`src/rtl/disp_scan_ctrl_pkg.sv`:
```
// Shared constants and types for the seven-segment refresh controller.
package disp_scan_ctrl_pkg;

  localparam int unsigned NumDigits = 4;
  localparam int unsigned NibbleW   = 4;
  localparam int unsigned ScanW     = 2;
  localparam int unsigned HexsW     = NumDigits * NibbleW;

  typedef enum logic {
    StIdle = 1'b0,
    StPend = 1'b1
  } hs_state_e;

  typedef struct packed {
    logic [HexsW-1:0]     hexs;
    logic [NumDigits-1:0] point;
    logic [NumDigits-1:0] les;
  } disp_word_t;

endpackage

```
`src/rtl/disp_scan_ctrl_if.sv`:
```
// Load handshake between the display content producer and the refresh controller.
interface disp_scan_ctrl_if;
  import disp_scan_ctrl_pkg::*;

  logic                 ld_valid;
  logic                 ld_ready;
  logic [HexsW-1:0]     ld_hexs;
  logic [NumDigits-1:0] ld_point;
  logic [NumDigits-1:0] ld_les;
  logic [NumDigits-1:0] ld_blink;

  modport master (
    output ld_valid, ld_hexs, ld_point, ld_les, ld_blink,
    input  ld_ready
  );

  modport slave (
    input  ld_valid, ld_hexs, ld_point, ld_les, ld_blink,
    output ld_ready
  );

endinterface

```
`src/rtl/disp_scan_ctrl_prescaler.sv`:
```
// Free-running W-bit divider; tick_o pulses on the enabled cycle where the count wraps.
module disp_scan_ctrl_prescaler #(
  parameter int unsigned W = 17
) (
  input  logic clk,
  input  logic rst,
  input  logic en_i,
  output logic tick_o
);

  logic [W-1:0] cnt_q;

  always_ff @(posedge clk) begin
    if (rst) begin
      cnt_q <= '0;
    end else if (en_i) begin
      cnt_q <= cnt_q + W'(1);
    end
  end

  assign tick_o = en_i && (cnt_q == {W{1'b1}});

endmodule

```
`src/rtl/disp_scan_ctrl.sv`:
```
// Seven-segment refresh controller: digit scan plus tear-free content commit at frame end.
// Optional DISP_BLINK_EN adds per-digit blinking driven by a frame-rate divider.
module disp_scan_ctrl
  import disp_scan_ctrl_pkg::*;
#(
  parameter int unsigned PRESC_W = 17,
  parameter int unsigned BLINK_W = 6
) (
  input  logic                 clk,
  input  logic                 rst,
  disp_scan_ctrl_if.slave      ld,
  output logic [HexsW-1:0]     Hexs,
  output logic [NumDigits-1:0] Point,
  output logic [NumDigits-1:0] Les,
  output logic [ScanW-1:0]     Scan
);

  logic       tick;
  logic       frame_end;
  hs_state_e  state_q;
  logic       ready_q;
  logic [ScanW-1:0] scan_q;
  disp_word_t shadow_q;
  disp_word_t word_q;

  disp_scan_ctrl_prescaler #(
    .W (PRESC_W)
  ) u_scan_presc (
    .clk    (clk),
    .rst    (rst),
    .en_i   (1'b1),
    .tick_o (tick)
  );

  assign frame_end = tick && (scan_q == ScanW'(NumDigits - 1));

  // Commit shares the edge where Scan wraps 3->0, so new contents start at digit 0.
  always_ff @(posedge clk) begin
    if (rst) begin
      state_q  <= StIdle;
      ready_q  <= 1'b1;
      scan_q   <= '0;
      shadow_q <= '0;
      word_q   <= '0;
    end else begin
      if (tick) begin
        scan_q <= scan_q + ScanW'(1);
      end
      unique case (state_q)
        StIdle: begin
          if (ld.ld_valid) begin
            shadow_q <= '{hexs: ld.ld_hexs, point: ld.ld_point, les: ld.ld_les};
            state_q  <= StPend;
            ready_q  <= 1'b0;
          end
        end
        StPend: begin
          if (frame_end) begin
            word_q  <= shadow_q;
            state_q <= StIdle;
            ready_q <= 1'b1;
          end
        end
        default: state_q <= StIdle;
      endcase
    end
  end

  assign ld.ld_ready = ready_q;
  assign Hexs        = word_q.hexs;
  assign Point       = word_q.point;
  assign Scan        = scan_q;

`ifdef DISP_BLINK_EN
  logic                 blink_tick;
  logic                 phase_q;
  logic [NumDigits-1:0] blink_sh_q;
  logic [NumDigits-1:0] blink_q;

  disp_scan_ctrl_prescaler #(
    .W (BLINK_W)
  ) u_blink_div (
    .clk    (clk),
    .rst    (rst),
    .en_i   (frame_end),
    .tick_o (blink_tick)
  );

  // Blink bits travel through the same shadow/commit path as the rest of the word.
  always_ff @(posedge clk) begin
    if (rst) begin
      phase_q    <= 1'b0;
      blink_sh_q <= '0;
      blink_q    <= '0;
    end else begin
      if (blink_tick) begin
        phase_q <= ~phase_q;
      end
      if (state_q == StIdle && ld.ld_valid) begin
        blink_sh_q <= ld.ld_blink;
      end
      if (state_q == StPend && frame_end) begin
        blink_q <= blink_sh_q;
      end
    end
  end

  assign Les = word_q.les | (blink_q & {NumDigits{phase_q}});
`else
  localparam int unsigned UnusedBlinkW = BLINK_W;
  logic [NumDigits-1:0] unused_blink;
  logic [31:0]          unused_blink_w;

  assign unused_blink   = ld.ld_blink;
  assign unused_blink_w = UnusedBlinkW;
  assign Les            = word_q.les;
`endif

endmodule

```
`src/flat_wrapper.sv`:
```
// flat-port wrapper written by rule: the top's interface ports become plain ports
module disp_scan_ctrl_flat import disp_scan_ctrl_pkg::*;
#(
  parameter int unsigned PRESC_W = 17,
  parameter int unsigned BLINK_W = 6
)
  (clk, rst, Hexs, Point, Les, Scan, ld_ld_valid, ld_ld_hexs, ld_ld_point, ld_ld_les, ld_ld_blink, ld_ld_ready);
  disp_scan_ctrl_if ld_i ();
  input  logic clk;
  input  logic rst;
  output logic [HexsW-1:0] Hexs;
  output logic [NumDigits-1:0] Point;
  output logic [NumDigits-1:0] Les;
  output logic [ScanW-1:0] Scan;
  input wire logic [$bits(ld_i.ld_valid)-1:0] ld_ld_valid;
  input wire logic [$bits(ld_i.ld_hexs)-1:0] ld_ld_hexs;
  input wire logic [$bits(ld_i.ld_point)-1:0] ld_ld_point;
  input wire logic [$bits(ld_i.ld_les)-1:0] ld_ld_les;
  input wire logic [$bits(ld_i.ld_blink)-1:0] ld_ld_blink;
  output wire logic [$bits(ld_i.ld_ready)-1:0] ld_ld_ready;
  assign ld_i.ld_valid = ld_ld_valid;
  assign ld_i.ld_hexs = ld_ld_hexs;
  assign ld_i.ld_point = ld_ld_point;
  assign ld_i.ld_les = ld_ld_les;
  assign ld_i.ld_blink = ld_ld_blink;
  assign ld_ld_ready = ld_i.ld_ready;
  disp_scan_ctrl #(.PRESC_W(PRESC_W), .BLINK_W(BLINK_W)) u_core (.clk(clk), .rst(rst), .ld(ld_i), .Hexs(Hexs), .Point(Point), .Les(Les), .Scan(Scan));
endmodule
```
`config.mk`:
```
export PLATFORM = sky130hd
export DESIGN_NAME = disp_scan_ctrl_flat
export DESIGN_NICKNAME = d
export VERILOG_FILES = /design/src/rtl/disp_scan_ctrl_pkg.sv /design/src/rtl/disp_scan_ctrl_if.sv /design/src/rtl/disp_scan_ctrl_prescaler.sv /design/src/rtl/disp_scan_ctrl.sv /design/src/flat_wrapper.sv
export SDC_FILE = /design/constraint.sdc
export NUM_CORES = 1
export LEC_CHECK = 0
export ABC_AREA = 1
export CAP_MARGIN = 25
export CORE_MARGIN = 2
export CORE_UTILIZATION = 30
export CTS_BUF_LIST = sky130_fd_sc_hd__clkbuf_16
export DETAILED_ROUTE_END_ITERATION = 7
export HOLD_SLACK_MARGIN = 0.02
export PLACE_DENSITY = 0.64
export SLEW_MARGIN = 20
export SYNTH_ARGS = -nofsm -noshare
export SYNTH_HDL_FRONTEND = slang
export SYNTH_SLANG_ARGS = --single-unit
```
`constraint.sdc`:
```
create_clock -name clk -period 3.4 [get_ports clk]
set_clock_uncertainty 0.05 [all_clocks]
set_input_delay 1.02 -clock clk [delete_from_list [all_inputs] [get_ports clk]]
set_output_delay 1.02 -clock clk [all_outputs]
set_load 0.05 [all_outputs]
```
# ---- Word-level counts from Yosys, hierarchy flattened
# Index checks and enable logic that the tools add are counted.
dict set report word_totals {
  input_bits 31
  rom_bits 0
  ramBits 0
  output_inout_bits 27
  n_memories 0
  latchBits 0
  register_bits 69
}
dict set report op_classes {
  n_bitwise 1
  magnitude_cmp 0
  mux 6
  n_addsub 2
  n_eq_ne 4
  n_shift 0
  reduce_logical 4
  n_mul 0
  div_mod_pow 0
}
# operator count
set op_table {}
lappend op_table {{17-bit by 1-bit adder with 17-bit output (second input constant)} 1}
lappend op_table {{17-bit == test (second input constant)} 1}
lappend op_table {{2-bit AND reduction} 3}
lappend op_table {{1-bit 2-to-1 mux} 4}
lappend op_table {{1-bit case mux with 2 select lines} 2}
lappend op_table {{2-bit by 1-bit adder with 2-bit output (second input constant)} 1}
lappend op_table {{2-bit == test (second input constant)} 1}
lappend op_table {{2-bit by 1-bit != test with 1-bit output (second input constant)} 1}
lappend op_table {{2-bit != test (second input constant)} 1}
lappend op_table {{1-bit logical AND} 1}
lappend op_table {{1-bit NOT} 1}

# ---- Depth between registers and ports, before layout
# Gate-level depths: netlist of the first run.
dict set report depth {
  depth_word 4
  ltp_mapped 10
  mapped_depth_nobuf 9
}

# ---- Hierarchy
# Synthesis of the first run repeated with hierarchy kept, for this count alone.
dict set report hier_totals {
  hier_cells 445
  area_unflattened_um2 2991.6
}
# module area_each_um2 cells_per_inst instances
set by_module_without_submodules {}
lappend by_module_without_submodules {disp_scan_ctrl 2104.5 323 1}
lappend by_module_without_submodules {disp_scan_ctrl_prescaler 887.1 122 1}

# ---- Worst setup path before layout of the first run
# OpenSTA, ideal clock, no wires.
dict set report synth_path {
  kind {register to register}
  from {register u_core.u_scan_presc.cnt_q[0]}
  to {register u_core.word_q, in the netlist u_core.Hexs[10]}
  required_time_ns 3.231
  path_stages_with_launch 11
  arrival_time_ns 1.660
  synth_period_minus_slack_ns 1.829
  setup_slack_ns 1.571
  cell_sequence {dfxtp_1 -> ha_1 -> nand3_1 -> inv_1 -> nand4_1 -> nor2_1 -> ha_1 -> nand3_1 -> buf_2 -> o21ai_0 -> a21oi_1}
}
dict set report synth_between {
  elab_chain_cells 3
}
# element line
set synth_lines {}
lappend synth_lines {{from (decl)} disp_scan_ctrl_prescaler.sv:11} ;# logic [W-1:0] cnt_q;
lappend synth_lines {{from (signal assigned)} disp_scan_ctrl_prescaler.sv:17} ;# cnt_q <= cnt_q + W'(1);
lappend synth_lines {{17-bit == test} disp_scan_ctrl_prescaler.sv:21} ;# assign tick_o = en_i && (cnt_q == {W{1'b1}});
lappend synth_lines {{1-bit logical AND} disp_scan_ctrl.sv:35} ;# assign frame_end = tick && (scan_q == ScanW'(NumDigits - 1));
lappend synth_lines {{2-bit AND reduction (no source line)} n/a}
lappend synth_lines {{to (signal assigned)} disp_scan_ctrl.sv:59} ;# word_q <= shadow_q;
lappend synth_lines {{to (decl)} disp_scan_ctrl.sv:24} ;# disp_word_t word_q;
# No other way between the ends.
# A chain may end at the register's enable or synchronous reset.

# ---- Worst setup path in the final report of the first run
dict set report layout_path {
  from {register u_core.u_scan_presc.cnt_q[0]}
  to {register u_core.word_q, in the netlist u_core.Hexs[12]}
}
# The elaborated chain is that of the path after synthesis.

==> results of run 1 <==
-- worst max-delay path: stages (launching register included) --
cell and delay, ns:
dfxtp_1 0.41, ha_1 0.22, nand3_1 0.11, inv_1 0.13, nand4_1 0.12, nor2_1 0.13
ha_1 0.26, nand3_2 0.43, buf_4 0.40, o21ai_0 0.19, a21oi_1 0.06
-- placed cells by master, fill, tap and decap left out --
cell / synthesis / layout
nor2_2: 2 / 2
buf_4: 0 / 3
o21bai_2: 2 / 2
o211a_1: 1 / 1
nand4_1: 2 / 2
ha_1: 3 / 3
nand2_1: 32 / 32
nand3_2: 0 / 1
nor3_1: 1 / 1
clkbuf_16: 0 / 9
nor2_4: 1 / 1
nand3_1: 8 / 7
o21ai_0: 35 / 35
inv_1: 39 / 41
dfxtp_1: 69 / 69
clkinvlp_4: 0 / 1
clkinv_2: 0 / 2
o21a_1: 2 / 2
a21oi_1: 31 / 31
inv_2: 4 / 4
clkinv_1: 0 / 1
o21ai_1: 17 / 17
xor2_1: 1 / 1
clkdlybuf4s50_1: 0 / 53
nor2_1: 76 / 76
inv_4: 1 / 1
nand2_2: 4 / 4
xnor2_1: 1 / 1
bufinv_16: 0 / 1
-- final cells by class --
cell class                      instances  area (um^2)  area share [%]
Sequential cell                        69         1381           38.85
Multi-Input combinational cell        219         1035           29.10
Timing Repair Buffer                   56        553.0           15.55
Clock buffer                            9        225.2           6.334
Inverter                               44        167.7           4.715
Tap cell                              108        135.1           3.800
Clock inverter                          7        58.81           1.654
-- synthesized netlist by cell type, drive strengths merged --
cell    instances  area [um^2]
clkbuf          4        15.01
buf            12        60.06
o21a            2        15.01
nor3            1        5.000
nor2           79        309.0
nand3           8        40.04
o21bai          2        22.52
nand4           2        12.51
xor2            1        8.760
o211a           1        10.01
ha              3        37.54
nand2          36        145.1
xnor2           1        8.760
a21oi          31        155.2
o21ai          52        260.3
dfxtp          69         1381
inv            44        167.7
-- per-stage QoR --
step / hold slack, ns / cells
floorplan: 0.3995 / 348
global placement: 0.3840 / 496
detailed placement: 0.3870 / 496
CTS: 0.3941 / 512
global route: 0.4138 / 512
finish: 0.3905 / 512
-- power breakdown --
group	switching (mW)	internal (mW)	leakage (nW)	total (mW)
sequential	0.0146	0.836	0.562	0.851
combinational	0.0554	0.0524	0.655	0.108
clock	0.325	0.556	0.145	0.881
-- how the worst max path moves through the flow --
stage	from	end	slack (ns)
detailed placement	u_core.u_scan_presc.cnt_q[0]	u_core.Hexs[12]	0.75
CTS	u_core.u_scan_presc.cnt_q[0]	u_core.Hexs[12]	0.74
global placement	ld_ld_valid	u_core.shadow_q[11]	0.79
finish	u_core.u_scan_presc.cnt_q[0]	u_core.Hexs[12]	0.75
floorplan	u_core.u_scan_presc.cnt_q[0]	u_core.Hexs[10]	1.57
global route	u_core.u_scan_presc.cnt_q[0]	u_core.Hexs[12]	0.52
-- routing by layer --
layer / up-vias / routed length [um] / part of all wire, % / GRT usage (%)
li1: 1206 / - / - / -
met1: 990 / 2531 / 47 / 13.70
met2: 54 / 2477 / 46 / 20.02
met3: 11 / 263 / 4.9 / 2.720
met4: 0 / 81 / 1.5 / 5.128
met5: - / 0 / 0 / 0
-- flip-flops by register name (all words and copies together), names as in the netlist --
register / flops
u_core.shadow_q: 24
u_core.Scan: 2
u_core.Les: 4
u_core.Point: 4
u_core.state_q: 1
u_core.Hexs: 16
u_core.ld.ld_ready: 1
u_core.u_scan_presc.cnt_q: 17
-- cell families (layout without fill, tap and decap cells) --
group,after synthesis,count (layout)
adder cells (fa/ha/maj),3,3
AND/OR/NAND/NOR,126,126
XOR/XNOR,2,2
buffers and inverters,60,116
flip-flops,69,69
AO/OA/AOI/OAI,88,88
==> results.py, run 1 <==
metrics = {
    "setup_path": {
        "cp.arrival_ns": 2.80,
        "crit_path_max_fanout": 26,
        "critPathRequiredTime_ns": 3.55,
        "cp-start-kind": "register",
        "cp-end-kind": "register",
        "r2r_slack_ns": 0.75,
        "crit_type": "reg2reg",
        "timing.rr.end": "u_core.Hexs[12]",
        "reg2reg_depth": 10,
        "r2r-start": "u_core.u_scan_presc.cnt_q[0]",
    },
    "synthesis": {
        "yosys.area_share.simple_pct": 19.28,
        "synth_mux_area_share_pct": 0,
        "synth_xor_xnor_area_share_pct": 0.6601,
        "netlist_instances": 348,
        "yosysWarnings": 0,
        "synth_fp_nets": 382,
        "synth_adder_area_share_pct": 1.414,
        "netlist_area_um2": 2654,
        "synth_compound_area_share_pct": 17.44,
        "synth_top_family_by_area": "simple AND/OR/NAND/NOR gates",
        "avgSynthCellArea_um2": 7.626,
        "ys_types": 23,
        "synth-seq-area-share_pct": 52.05,
        "ys_ff_latch": 69,
    },
    "floorplan": {
        "floorplan.die.height_um": 98.06,
        "fp.dieArea_um2": 9615,
        "rows": 34,
        "core_um2": 8636,
        "ios": 58,
        "die_x_um": 98.06,
        "start_util_pct": 30.73,
    },
    "power": {
        "total_power_mw": 1.840,
        "power_leakage_nw": 1.363,
        "power_density_nw_per_um2": 517.5,
        "ir_worst_vdd_mv": 0.2369,
    },
    "timing": {
        "drv_slew": 0,
        "setup_violations": 0,
        "max_slew.worst_pin.slew_ns": 0.5720,
        "tns_ns": 0,
        "finalCritPeriodShare_pct": 77.94,
        "hold_viol": 0,
        "slew_headroom_pct": 61.81,
        "layout_setup_ws_ns": 0.7499,
        "fmax_ghz": 0.3773,
        "rsz0062_at_grt": "false",
        "min_period_ns": 2.650,
    },
    "cells_and_area": {
        "nNetsFinal": 433,
        "design_area_um2": 3556,
        "nFillCells": 849,
        "areaGrowthSynthToFinish_pct": 33.99,
        "drive_above_1_share_pct": 7.673,
        "diodes": 0,
        "fin_util_pct": 41.18,
    },
    "placed_design": {
        "routabilityCongestion": 0.7914,
        "pre_cts_ws_ns": 0.7513,
        "hpwl_mm": 3.613,
        "placed_area_um2": 3272,
        "io_buffers": 53,
    },
    "worst_hold_path": {
        "hold-path-cell-count": 2,
        "min_to": "u_core.Les[1]",
        "hp-class": "reg2reg",
        "hp-start": "u_core.Les[1]",
    },
    "clock_tree": {
        "cts_hold_buf": 0,
        "clkTransAtPathRegs_ns": 0.06,
        "root_buffer": "clkbuf_16",
        "cts_resized": 0,
        "cts_max_path_buffers": 2,
        "cts.sink_count": 69,
        "cts_tree": "done",
        "clk_latency_ns": 0.32,
        "cts_buffers": 9,
        "htreeDepth": 3,
        "cts_setup_buffers": 0,
    },
    "detailed_routing": {
        "wire_per_inst_um": 10.46,
        "drt.antenna.violating_nets": 0,
        "drt-total-wl_mm": 5.354,
        "drc": 0,
        "drtIter0Drc": 70,
        "first_pass_iters": 4,
        "vias": 2261,
        "vias_per_cell": 4.416,
    },
    "grt": {
        "grtUsageTotal_pct": 11.60,
        "grt_overflow": 0,
        "antenna_found_initial": 0,
        "grt_max_degree": 43,
        "grt_pass1_wl_mm": 9.142,
        "grt_pass1_vias": 2092,
    },
    "run_status": {
        "status": "complete, no violations",
    },
    "flow_run": {
        "maxCapViolCount": 0,
    },
}
Note: power is estimated with default switching activity, not from simulation.
==> run 2: changes to the inputs <==
- PLACE_DENSITY: 0.64 -> 0.66
- clock period: 3.4 -> 2.4 ns (I/O delays scaled with it)
==> run 2 against run 1 <==
Via count down 1.1%. Combinational power is 45% higher. Wire length decreased by 1.6%. Register-to-register slack got worse by 0.46 ns. Sequential share of layout area up 0.14 points. Count of clock-buffer cells in the layout unchanged. Critical path depth is 9 lower. Flip-flop and latch count unchanged. Critical endpoint is now Scan[0]. Highest routed layer unchanged.
==> results.py, run 2 (synthesized netlist as in run 1, its figures left out) <==
metrics = {
    "run_status": {
        "status": "complete, no violations",
    },
    "grt": {
        "grt_overflow": 0,
        "grt_max_degree": 59,
        "antenna_found_initial": 0,
        "grt_pass1_vias": 2080,
        "grtUsageTotal_pct": 11.44,
        "grt_pass1_wl_mm": 9.004,
    },
    "floorplan": {
        "core_um2": 8636,
        "die_x_um": 98.06,
        "ios": 58,
        "start_util_pct": 30.73,
        "fp.dieArea_um2": 9615,
        "floorplan.die.height_um": 98.06,
        "rows": 34,
    },
    "cells_and_area": {
        "drive_above_1_share_pct": 6.931,
        "areaGrowthSynthToFinish_pct": 33.52,
        "diodes": 0,
        "largest-register": "u_core.shadow_q",
        "largest_reg_flops": 24,
        "layout_common_cells": "76 x nor2_1, 69 x dfxtp_1, 53 x clkdlybuf4s50_1",
        "design_area_um2": 3543,
        "final_common_cell": "nor2_1",
        "nNetsFinal": 434,
    },
    "detailed_routing": {
        "vias": 2235,
        "first_pass_iters": 4,
        "wire_per_inst_um": 10.29,
        "drtIter0Drc": 92,
        "vias_per_cell": 4.365,
        "drt.antenna.violating_nets": 0,
        "drt-total-wl_mm": 5.271,
        "drc": 0,
    },
    "setup_path": {
        "crit_family": "buffers and inverters",
        "critical_path_depth": 1,
        "path_cells": "clkdlybuf4s50_1",
        "cp.arrival_ns": 1.53,
        "reg2reg_depth": 10,
        "critPathRequiredTime_ns": 1.63,
        "slowest_stage": "clkdlybuf4s50_1",
        "crit_path_max_fanout": 3,
        "cp-start-kind": "register",
        "cp-end-kind": "output port",
        "critPathBufInv": 1,
        "max_stage_delay_ns": 0.83,
        "crit_type": "reg2out",
    },
    "timing": {
        "fmax_ghz": 0.4353,
        "tns_ns": 0,
        "max_slew.worst_pin.slew_ns": 0.5194,
        "setup_violations": 0,
        "rsz0062_at_grt": "false",
        "min_period_ns": 2.298,
        "drv_slew": 0,
        "finalCritPeriodShare_pct": 95.73,
        "hold_viol": 0,
        "layout_setup_ws_ns": 0.1025,
        "slew_headroom_pct": 65.26,
    },
    "clock_tree": {
        "clkTransAtPathRegs_ns": 0.05,
        "cts.sink_count": 69,
        "cts_max_path_buffers": 2,
        "cts_hold_buf": 0,
        "htreeDepth": 3,
        "clk_latency_ns": 0.32,
        "cts_resized": 0,
        "root_buffer": "clkbuf_16",
        "cts_buffers": 9,
        "cts_tree": "done",
        "cts_setup_buffers": 0,
    },
    "power": {
        "ir_worst_vdd_mv": 0.2796,
        "total_power_mw": 2.455,
        "power_density_nw_per_um2": 693.0,
        "power_leakage_nw": 1.353,
    },
    "placed_design": {
        "routabilityCongestion": 0.8491,
        "placed_area_um2": 3292,
        "pre_cts_ws_ns": 0.2030,
        "hpwl_mm": 3.585,
        "io_buffers": 53,
    },
    "worst_hold_path": {
        "hold-path-cell-count": 2,
        "hp-class": "reg2reg",
    },
    "flow_run": {
        "maxCapViolCount": 0,
    },
}
-- run 2: final timing paths --
kind | end | slack, ns | start
min reg2reg | u_core.Hexs[11] | 0.39 | u_core.Hexs[11]
max reg2reg | u_core.Hexs[13] | 0.29 | u_core.u_scan_presc.cnt_q[0]
min | u_core.Hexs[11] | 0.39 | u_core.Hexs[11]
max | Scan[0] | 0.10 | u_core.Scan[0]
-- run 2: area by class of cell --
type                       instances  area, um^2
fill                             872        5092
sequential                        69        1381
multi-input combinational        219        1035
timing repair buffer              57       576.8
clock buffer                       9       225.2
inverter                          44       167.7
tap                              108       135.1
clock inverter                     6       22.52
-- run 2: per-layer routing --
metal / track usage (%) / vias up / share of wire [%]
met3: 2.863 / 4 / 3.8
met4: 5.235 / 0 / 0.76
met2: 18.60 / 40 / 47
li1: - / 1207 / -
met1: 14.29 / 984 / 49
met5: 0 / - / 0
-- run 2: power by group --
part           switching, mW  internal (mW)
clock network          0.424          0.669
logic                 0.0788         0.0781
registers             0.0198           1.19
-- run 2: worst register-to-register path, delay by kind of cell, from the launching register on --
family	cells	cell delay, ns
adders and majority gates	2	0.48
DFF	1	0.41
and+or+nand+nor	4	0.44
buffers and inverters	2	0.34
AOI/OAI and AO/OA	2	0.27
-- run 2: per-stage QoR --
stage	hold slack, ns	util (%)	cells
floorplan	0.3995	-	348
global placement	0.3813	38.12	497
detailed placement	0.3850	38.12	497
CTS	0.3929	40.99	512
global route	0.4174	41.03	512
finish	0.3895	41.03	512
==> run 3: changes to the inputs <==
- SETUP_SLACK_MARGIN: default -> 0.05
==> run 3 against run 2 <==
Flip-flop and latch count unchanged. Sequential power about the same. Via count about the same. Critical endpoint unchanged. Highest routed layer unchanged.
==> results.py, run 3 (synthesized netlist as in run 1, its figures left out) <==
metrics = {
    "floorplan": {
        "start_util_pct": 30.73,
        "rows": 34,
        "floorplan.die.height_um": 98.06,
        "ios": 58,
        "die_x_um": 98.06,
        "core_um2": 8636,
        "fp.dieArea_um2": 9615,
    },
    "timing": {
        "setup_violations": 0,
        "finalCritPeriodShare_pct": 95.73,
        "tns_ns": 0,
        "drv_slew": 0,
        "rsz0062_at_grt": "false",
        "min_period_ns": 2.298,
        "fmax_ghz": 0.4352,
        "max_slew.worst_pin.slew_ns": 0.5194,
        "slew_headroom_pct": 65.26,
        "hold_viol": 0,
    },
    "cells_and_area": {
        "layout_common_cells": "76 x nor2_1, 69 x dfxtp_1, 53 x clkdlybuf4s50_1",
        "diodes": 0,
        "drive_above_1_share_pct": 7.178,
        "multi_input_area_um2": 1037,
        "largest_reg_flops": 24,
        "nFillCells": 871,
        "largest-register": "u_core.shadow_q",
        "final_common_cell": "nor2_1",
        "nNetsFinal": 434,
        "fin_cells": 512,
        "areaGrowthSynthToFinish_pct": 33.62,
        "regArea_um2": 1381,
    },
    "clock_tree": {
        "cts_buffers": 9,
        "cts_max_path_buffers": 2,
        "cts_tree": "done",
        "clk_latency_ns": 0.32,
        "root_buffer": "clkbuf_16",
        "cts.sink_count": 69,
        "clkTransAtPathRegs_ns": 0.05,
        "htreeDepth": 3,
        "cts_hold_buf": 0,
    },
    "grt": {
        "grt_overflow": 0,
        "grt_pass1_wl_mm": 9.004,
        "grt_max_degree": 59,
        "grtUsageTotal_pct": 11.44,
        "antenna_found_initial": 0,
        "grt_pass1_vias": 2080,
    },
    "detailed_routing": {
        "first_pass_iters": 4,
        "drc": 0,
        "vias_per_cell": 4.369,
        "vias": 2237,
        "drtIter0Drc": 92,
        "wire_per_inst_um": 10.30,
        "drt.antenna.violating_nets": 0,
        "drt-total-wl_mm": 5.273,
    },
    "run_status": {
        "status": "complete, no violations",
    },
    "setup_path": {
        "cp.arrival_ns": 1.53,
        "cp-start-kind": "register",
        "path_cells": "clkdlybuf4s50_1",
        "cp-end-kind": "output port",
        "timing.rr.end": "u_core.Hexs[13]",
        "critPathBufInv": 1,
        "critPathRequiredTime_ns": 1.63,
        "r2r_slack_ns": 0.32,
        "critical_path_depth": 1,
        "crit_family": "buffers and inverters",
        "r2r-start": "u_core.u_scan_presc.cnt_q[0]",
        "critPathLaunch": "u_core.Scan[0]",
        "max_stage_delay_ns": 0.83,
        "crit_type": "reg2out",
        "crit_path_max_fanout": 3,
        "slowest_stage": "clkdlybuf4s50_1",
        "cp-endpoint": "Scan[0]",
        "reg2reg_depth": 10,
    },
    "worst_hold_path": {
        "hp-class": "reg2reg",
        "hp-start": "u_core.Hexs[11]",
        "hold-path-cell-count": 2,
    },
    "power": {
        "power_density_nw_per_um2": 692.5,
        "p_switching_uw": 522.3,
        "intPower_mw": 1.933,
        "power_frac_clock_pct": 44.5,
        "pwr-share-comb_pct": 6.4,
        "power_leakage_nw": 1.350,
        "p_seq_share_pct": 49.1,
        "ir_worst_vdd_mv": 0.2805,
        "swShare_pct": 21.27,
    },
    "placed_design": {
        "dp_cells": 497,
        "routabilityCongestion": 0.8491,
        "hpwl_mm": 3.585,
        "io_buffers": 53,
    },
    "flow_run": {
        "maxCapViolCount": 0,
    },
}
run 3: cell count changes in the layout (fill, tap and decap cells not counted):
cell  previous run  this run
ha_2             0         1
ha_1             3         2
run 3: layer usage:
metal	track usage [%]	wire [um]	up-vias
li1	-	-	1207
met1	14.29	2568	986
met2	18.60	2462	40
met3	2.863	201	4
met4	5.235	40	0
met5	0	0	-
run 3: power by group through the flow:
stage	logic, mW	registers (mW)	clock network, mW
2_1_floorplan	0.0875	1.23	0
3_3_place_gp	0.157	1.23	0
3_5_place_dp	0.159	1.23	0
4_1_cts	0.160	1.21	1.13
5_1_grt	0.181	1.21	1.17
6_report	0.157	1.21	1.09
run 3: what timing repair did:
| action | 4_1_cts | 5_1_grt |
|---|---|---|
| endpoints found under the setup margin | 0 | 24 |
| gates resized for setup | 0 | 3 |
| endpoints found under the hold margin | 0 | 0 |
| buffers inserted | 0 | 0 |
run 3: per-stage QoR:
stage / util (%) / cell area [um^2] / setup WS, ns / hold slack [ns] / total power [mW]
2_1_floorplan: - / 2654 / 0.5706 / 0.3995 / 1.318
3_3_place_gp: 38.12 / 3292 / 0.2552 / 0.3813 / 1.385
3_5_place_dp: 38.12 / 3292 / 0.2030 / 0.3850 / 1.389
4_1_cts: 40.99 / 3540 / 0.09842 / 0.3929 / 2.492
5_1_grt: 41.06 / 3546 / 0.05665 / 0.4174 / 2.563
6_report: 41.06 / 3546 / 0.1024 / 0.3895 / 2.455
run 3: worst min path at each step:
stage / to / slack (ns)
3_5_place_dp: u_core.Hexs[11] / 0.39
3_3_place_gp: u_core.Hexs[13] / 0.38
5_1_grt: u_core.Hexs[9] / 0.42
6_report: u_core.Hexs[11] / 0.39
4_1_cts: u_core.Hexs[11] / 0.39
2_1_floorplan: u_core.shadow_q[15] / 0.40
run 3: area by class of cell:
type / count / share of cell area [%]
inverter: 44 / 4.728
tap: 108 / 3.811
multi-input combinational: 219 / 29.25
clock inverter: 6 / 0.6351
sequential: 69 / 38.96
clock buffer: 9 / 6.351
timing repair buffer: 57 / 16.27
